File: src/rtl/ifq_pkg.sv
// Shared types for the instruction fetch queue: FSM states, FIFO entry layout
// and the instruction value presented while nothing has been fetched.
package ifq_pkg;

   localparam int IFQ_XLEN = 32;
   localparam logic [IFQ_XLEN-1:0] IFQ_RESET_INSTR = 32'h0000_0000;

   typedef enum logic [1:0] {
      IDLE = 2'd0,
      WAIT = 2'd1,
      DROP = 2'd2
   } ifq_state_t;

   typedef struct packed {
      logic [IFQ_XLEN-1:0] pc;
      logic [IFQ_XLEN-1:0] instr;
   } ifq_entry_t;

endpackage

File: src/rtl/ifq_fifo.sv
// Circular buffer of fetched {pc, instr} entries with push, pop and a clear
// that drops every queued entry; clear takes priority over push and pop.
module ifq_fifo
   import ifq_pkg::*;
#(
   parameter int DEPTH = 4
) (
   input  logic                     CLK,
   input  logic                     Reset,
   input  logic                     clear,
   input  logic                     push,
   input  ifq_entry_t               push_entry,
   input  logic                     pop,
   output ifq_entry_t               head,
   output logic [$clog2(DEPTH):0]   count,
   output logic                     full,
   output logic                     empty
);

   localparam int PW = $clog2(DEPTH);
   localparam logic [PW:0] DEPTH_CNT = (PW+1)'(DEPTH);

   logic [PW-1:0] rd_ptr;
   logic [PW-1:0] wr_ptr;
   ifq_entry_t    storage [DEPTH];

   // Pointers wrap naturally because DEPTH is a power of two.
   always_ff @(posedge CLK or posedge Reset) begin
      if (Reset) begin
         rd_ptr <= '0;
         wr_ptr <= '0;
         count  <= '0;
         for (int i = 0; i < DEPTH; i++) begin
            storage[i] <= '{pc: '0, instr: IFQ_RESET_INSTR};
         end
      end else if (clear) begin
         rd_ptr <= '0;
         wr_ptr <= '0;
         count  <= '0;
      end else begin
         if (push) begin
            storage[wr_ptr] <= push_entry;
            wr_ptr          <= wr_ptr + 1'b1;
         end
         if (pop) begin
            rd_ptr <= rd_ptr + 1'b1;
         end
         if (push && !pop) begin
            count <= count + 1'b1;
         end else if (pop && !push) begin
            count <= count - 1'b1;
         end
      end
   end

   assign head  = storage[rd_ptr];
   assign full  = (count == DEPTH_CNT);
   assign empty = (count == '0);

endmodule

File: src/rtl/instr_fetch_queue.sv
// Fetch stage: one outstanding instruction-memory read, results queued for decode.
// Define IFQ_BYPASS_EN to forward a response straight to decode when the queue is empty.
module instr_fetch_queue
   import ifq_pkg::*;
#(
   parameter int DEPTH = 4,
   parameter int XLEN  = 32
) (
   input  logic            CLK,
   input  logic            Reset,
   input  logic [XLEN-1:0] PC,
   input  logic            Flush,
   output logic            PCEn,
   output logic            IMemReqValid,
   output logic [XLEN-1:0] IMemReqAddr,
   input  logic            IMemReqReady,
   input  logic            IMemRspValid,
   input  logic [XLEN-1:0] IMemRspData,
   output logic            InstrValid,
   output logic [XLEN-1:0] Instr,
   output logic [XLEN-1:0] InstrPC,
   input  logic            InstrReady
);

   localparam int PW = $clog2(DEPTH);
   localparam logic [PW:0] DEPTH_CNT = (PW+1)'(DEPTH);

   ifq_state_t      state;
   ifq_state_t      state_next;
   logic [XLEN-1:0] req_pc;

   logic            fifo_push;
   logic            fifo_pop;
   logic            fifo_full;
   logic            fifo_empty;
   logic [PW:0]     fifo_count;
   ifq_entry_t      fifo_head;
   ifq_entry_t      push_entry;
   logic            rsp_accept;

   // State register and the PC of the single request in flight.
   always_ff @(posedge CLK or posedge Reset) begin
      if (Reset) begin
         state  <= IDLE;
         req_pc <= '0;
      end else begin
         state <= state_next;
         if (PCEn) begin
            req_pc <= PC;
         end
      end
   end

   // A flush while waiting leaves a response still owed by memory; DROP swallows it.
   always_comb begin
      state_next = state;
      unique case (state)
         IDLE: if (PCEn) state_next = WAIT;
         WAIT: begin
            if (IMemRspValid) begin
               state_next = IDLE;
            end else if (Flush) begin
               state_next = DROP;
            end
         end
         DROP: if (IMemRspValid) state_next = IDLE;
         default: state_next = IDLE;
      endcase
   end

   // Issuing only with a free slot means every response always finds room.
   assign IMemReqValid = (state == IDLE) & (fifo_count < DEPTH_CNT) & ~Flush & ~Reset;
   assign IMemReqAddr  = PC;
   assign PCEn         = IMemReqValid & IMemReqReady;

   assign rsp_accept = (state == WAIT) & IMemRspValid & ~Flush;
   assign push_entry = '{pc: req_pc, instr: IMemRspData};
   assign fifo_pop   = ~fifo_empty & InstrReady & ~Flush;

`ifdef IFQ_BYPASS_EN
   logic bypass;

   // An instruction consumed on its response cycle never needs a slot.
   assign bypass     = fifo_empty & rsp_accept;
   assign fifo_push  = rsp_accept & ~fifo_full & ~(bypass & InstrReady);
   assign InstrValid = ~fifo_empty | bypass;
   assign Instr      = bypass ? IMemRspData : fifo_head.instr;
   assign InstrPC    = bypass ? req_pc      : fifo_head.pc;
`else
   assign fifo_push  = rsp_accept & ~fifo_full;
   assign InstrValid = ~fifo_empty;
   assign Instr      = fifo_head.instr;
   assign InstrPC    = fifo_head.pc;
`endif

   ifq_fifo #(
      .DEPTH(DEPTH)
   ) u_fifo (
      .CLK       (CLK),
      .Reset     (Reset),
      .clear     (Flush),
      .push      (fifo_push),
      .push_entry(push_entry),
      .pop       (fifo_pop),
      .head      (fifo_head),
      .count     (fifo_count),
      .full      (fifo_full),
      .empty     (fifo_empty)
   );

endmodule

File: config.mk
export PLATFORM = sky130hd
export DESIGN_NAME = instr_fetch_queue
export DESIGN_NICKNAME = d
export VERILOG_FILES = /design/src/rtl/ifq_pkg.sv /design/src/rtl/ifq_fifo.sv /design/src/rtl/instr_fetch_queue.sv
export SDC_FILE = /design/constraint.sdc
export NUM_CORES = 1
export LEC_CHECK = 0
export ABC_AREA = 1
export CORE_MARGIN = 2
export CORE_UTILIZATION = 41
export CTS_CLUSTER_SIZE = 28
export DETAILED_ROUTE_END_ITERATION = 16
export GPL_TIMING_DRIVEN = 0
export HOLD_SLACK_MARGIN = 0.15
export SYNTH_ARGS = -nofsm -noshare
export SYNTH_HDL_FRONTEND = slang
export SYNTH_SLANG_ARGS = --single-unit
export TNS_END_PERCENT = 10
File: constraint.sdc
create_clock -name CLK -period 12.2 [get_ports CLK]
set_input_delay 1.83 -clock CLK [delete_from_list [all_inputs] [get_ports CLK]]
set_output_delay 1.83 -clock CLK [all_outputs]
set_load 0.005 [all_outputs]
* After elaboration in Yosys (flattened, before gate mapping)
Index checks and enable logic that the tools add are counted.
** Cells by class
- Multiplexer cells :: 18
- Order comparisons :: 4
- Add/subtract/negate cells :: 4
- Bitwise logic cells :: 15
- Shift operators :: 0
- Eq/ne operators :: 6
- $mul :: 0
- Reductions and logical operators :: 12
- Div/mod/pow operators :: 0
** Operators with widths (number)
- bitwise mux 256 bit :: 1
- two-way mux 64 bit :: 3
- binary-select mux 64 bit (select 2 bit) :: 1
- demux 64 bit (select 2 bit) :: 1
- two-way mux 2 bit :: 8
- AND 1 bit :: 9
- two-way mux 3 bit :: 3
- greater-or-equal comparator 3 bit (second input constant) :: 2
- inverter 2 -> 3 bit :: 2
- case mux 2 bit (3 select lines) :: 1
- adder 2 x 1 -> 2 bit (second input constant) :: 2
- inequality test 2 bit (second input constant) :: 2
- inverter 1 bit :: 4
- nonzero test 2 bit :: 2
- adder 3 x 1 -> 3 bit (second input constant) :: 1
- equality test 3 bit (second input constant) :: 1
- logical AND 1 bit :: 3
- logical NOT 3 bit :: 1
- less-than comparator 3 x 1 -> 1 bit (second input constant) :: 1
- less-than comparator 3 bit (second input constant) :: 1
- inequality test 3 bit (second input constant) :: 1
- AND reduction 3 bit :: 1
- nonzero test 3 bit :: 1
- subtractor 3 x 1 -> 3 bit (second input constant) :: 1
- other kinds (5) :: 6
** Word-level totals
- Bits in registers :: 297
- Bits in writable memories :: 0
- Memories :: 0
- Bits in read-only memories :: 0
- Bits in latches :: 0
- Output and inout bits :: 99
- Bits of input ports :: 70
- Word-level logic and storage cells :: 72

* Longest topological paths before layout
- Depth after elaboration :: 9
- Gate-level depth with buffers :: 14
- Gate-level depth less buffers :: 14

* Hierarchy
From an unflattened synthesis, not the netlist that was laid out.
** Second synthesis, totals
- Cells, all modules :: 1505
- Area, all modules :: 14183.6 um^2
** By module, submodules not included
- ifq_fifo :: area each 12448.2 um^2, seq. area each 6581.3 um^2, cells an instance 1312, instances 1
- instr_fetch_queue :: area each 1735.4 um^2, seq. area each 850.8 um^2, cells an instance 193, instances 1

* Worst setup path before layout
OpenSTA, ideal clock, no wires.
- Path type :: input -> output
- Start point :: in Reset
- End point :: out PCEn
- Data arrival time :: 9.190 ns
- Path slack :: 1.180 ns
- Buffers on the path :: 1
- Stages on the path :: 6
- Data required time :: 10.370 ns
- Path through :: inv_1 nand3_1 nor3_1 nand2_1 inv_1 buf_4
** Between the ends
- Word-level cells in the longest chain between the ends :: 3
** Ends and longest elaborated chain
- from (decl) :: line instr_fetch_queue.sv:10 : input logic Reset,
- inverter 1 bit :: line instr_fetch_queue.sv:72 : assign IMemReqValid = (state == IDLE) & (fifo_count < DEPTH_CNT) & ~Flush & ~Reset;
- AND 1 bit :: line instr_fetch_queue.sv:72
- net IMemReqValid :: line instr_fetch_queue.sv:14 : output logic IMemReqValid,
- AND 1 bit :: line instr_fetch_queue.sv:74 : assign PCEn = IMemReqValid & IMemReqReady;
- to (decl) :: line instr_fetch_queue.sv:13 : output logic PCEn,
The timed path passes the listed nets, and every way through them passes these cells.

* Worst setup path after layout
- Start point :: in Reset
- End point :: out PCEn
** Between the ends
- Word-level cells in the longest chain between the ends :: 3
** Ends and longest elaborated chain (line)
- inverter 1 bit :: instr_fetch_queue.sv:72
- AND 1 bit :: instr_fetch_queue.sv:72
- AND 1 bit :: instr_fetch_queue.sv:74
Every way passes these cells.

==> flow_summary.ini <==
[routing]
wl_um = 43100
via_per_inst = 5.27
drt-initial-drc-count = 1119
drc = 0
ant_nets = 0
wire_per_inst_um = 18.0
first_pass_iters = 5
route.vias.total = 12600

[setup_path]
rr_worst_depth = 7
start_kind = input port
path_cells = clkdlybuf4s50_1, inv_8, buf_16, nand3_1, nor3_1, nand2_1, inv_1, buf_4, clkdlybuf4s50_1
crit_path_max_fanout = 122
r2r_slack_ns = 9.89
cp_common_cell = clkdlybuf4s50_1
critical_path.endpoint_type = output pin
max_stage_delay_ns = 0.54
required_ns = 10.37
critical_path_class = in2out
critical-path-slowest-cell = clkdlybuf4s50_1
cp.depth = 9
arrival_ns = 5.27
crit_family = buffers and inverters
crit_buf_inv = 6

[global_route]
grt_pass1_vias = 12100
grt_util_all_layers = 0.243
antenna_found_initial = 0
grt.overflow.total = 0
grt_pass1_wl_um = 68500
grt_max_degree = 123

[run]
maxCapViolCount = 0

[sta]
fmax_ghz = 0.141
fin_crit_sh = 0.582
rsz0062_at_grt = false
worst_pin_slew_ns = 0.950
finalSetupViolations = 0
drv_slew = 0
hold_viol = 0
relSlewSlack = 0.367
tns_ns = 0
fin_crit_ns = 7.10
clock_skew_ns = 0.0157

[placed_design]
port_buffers = 168
post-dp-hpwl_um = 29000
gp_congestion = 0.842

[floorplanning]
row_count = 67
start_util = 0.417
dieWidth_um = 189
die_height_um = 189
io_pins = 169
die_area_mm2 = 0.0356
core-area_mm2 = 0.0335

[finish]
syn_to_final_growth_pct = 24.6
final_util = 0.519
n_antenna_cell = 0
drive_gt1_frac = 0.0736
nets = 1994
fill_cells = 3292

[logic_synthesis]
syn-num-nets = 1787
synth_area_mm2 = 0.0140
synth.avg_cell_area_um2 = 8.16
yosys-top-cells-area = dfrtp_1 (53%), nand2_1 (17%), o21ai_0 (10%), nor2_1 (3.5%), o21ai_1 (3.3%)
synth_enable_flop_cells = 0
synthArstFlopShare = 1.00
yosysMostFrequentCell = nand2_1
ys_warn_count = 0
netlist.area_leader.share = 0.532
synth_seq_cells = 297
synth_flop_cell = dfrtp_1
synthCells = 1712
synth_common_cells = nand2_1 (625), dfrtp_1 (297), o21ai_0 (288), nor2_1 (132), o21ai_1 (93)
yosysTopAreaCell = dfrtp_1
ys_seq_area_frac = 0.532
ys_types = 26

[clock_tree]
clk_pin_slew_worst_paths_ns = 0.06
postCtsHoldBufs = 0
numCtsBuffers = 35
clock-sinks = 297
cts_resized = 0
cts_buffer_depth = 3
cts_root_buf = clkbuf_16
ctsHtreeMaxLevel = 2
clock_latency_ns = 0.52
post-cts-setup-buffers = 0
cts_tree = yes

[pwr]
power_density_mw_per_mm2 = 186
p_leak_uw = 0.00896
vdd_drop_max_mv = 0.0941
power_uw = 3250

[hold_path]
hold_path_depth = 2
hold_class = reg2reg

[outcome]
status = finished, final reports clean
per-layer routing:
layer  wire, µm  share of wire  global-route usage  vias up
met5          0              0                   0        -
met4        985          0.023              0.0682        0
met3       2390          0.055              0.0343       67
met2      20000           0.46               0.386      410
met1      19800           0.46               0.347     6123
li1           -              -                   -     5990
where the power goes:
group	leakage (µW)	internal (µW)	switching, µW	total [µW]
Combinational	0.00437	430	504	934
Clock	0.000558	628	408	1040
Sequential	0.00404	1140	134	1280
sequential cells by signal, summed over array words and instances (netlist names):
name            flops
req_pc             32
u_fifo.count        3
state               2
u_fifo.storage    256
u_fifo.wr_ptr       2
u_fifo.rd_ptr       2
cells in the final DEF (no fill, tap or decap), drive strengths merged, types with 2 or more instances in the layout:
| cell type | instances |
|---|---|
| dfrtp | 297 |
| o31ai | 2 |
| ha | 4 |
| nand2 | 627 |
| nor3 | 2 |
| inv | 19 |
| nand3 | 8 |
| o21ai | 388 |
| clkbuf | 135 |
| o22ai | 64 |
| clkdlybuf4s50 | 168 |
| clkinv | 3 |
| buf | 83 |
| a21oi | 2 |
| nor2 | 137 |
worst reg2reg max path, stage by stage (launching register included):
cell,delay [ns]
dfrtp_1,0.41
inv_1,0.09
ha_1,0.20
inv_1,0.06
clkbuf_1,0.65
clkbuf_1,0.56
o21ai_0,0.19
nand2_1,0.09
kinds of logic (layout without fill, tap and decap cells):
| group | Yosys count | in the layout | synth area share |
|---|---|---|---|
| buf+inv | 179 | 409 | 0.0772 |
| fa+ha+maj | 5 | 5 | 0.00501 |
| flops | 297 | 297 | 0.532 |
| simple gates | 775 | 775 | 0.215 |
| compound gates | 456 | 456 | 0.171 |
stage by stage:
stage,std cells,hold slack [ns],area [µm²],setup WS (ns)
after floorplan,1712,0.441,14000,1.18
after global placement,2328,0.454,16200,-3.19
after detailed placement,2330,0.461,16300,4.92
after CTS,2390,0.473,17400,4.92
after global routing,2390,0.493,17400,4.77
final,2390,0.472,17400,5.10
area by class of cell:
cell class | count | area [µm²] | area share
flip-flops and latches | 297 | 7430 | 0.427
multi-input cells | 1236 | 5470 | 0.314
repair buffers | 170 | 1740 | 0.0997
clock buffers | 56 | 1090 | 0.0624
plain buffers | 160 | 1010 | 0.0578
well taps | 448 | 561 | 0.0322
inverters | 19 | 78.8 | 0.00453
clock inverters | 4 | 45.0 | 0.00259
worst paths after layout:
kind	startpoint	end
max	Reset	PCEn
min	u_fifo.storage[118]	u_fifo.storage[118]
max reg2reg	u_fifo.wr_ptr[0]	u_fifo.storage[195]
min reg2reg	u_fifo.storage[118]	u_fifo.storage[118]
max in group asynchronous	Reset	u_fifo.storage[178]
min in group asynchronous	Reset	u_fifo.storage[25]
No activity file was read; power rests on OpenSTA's default activity.
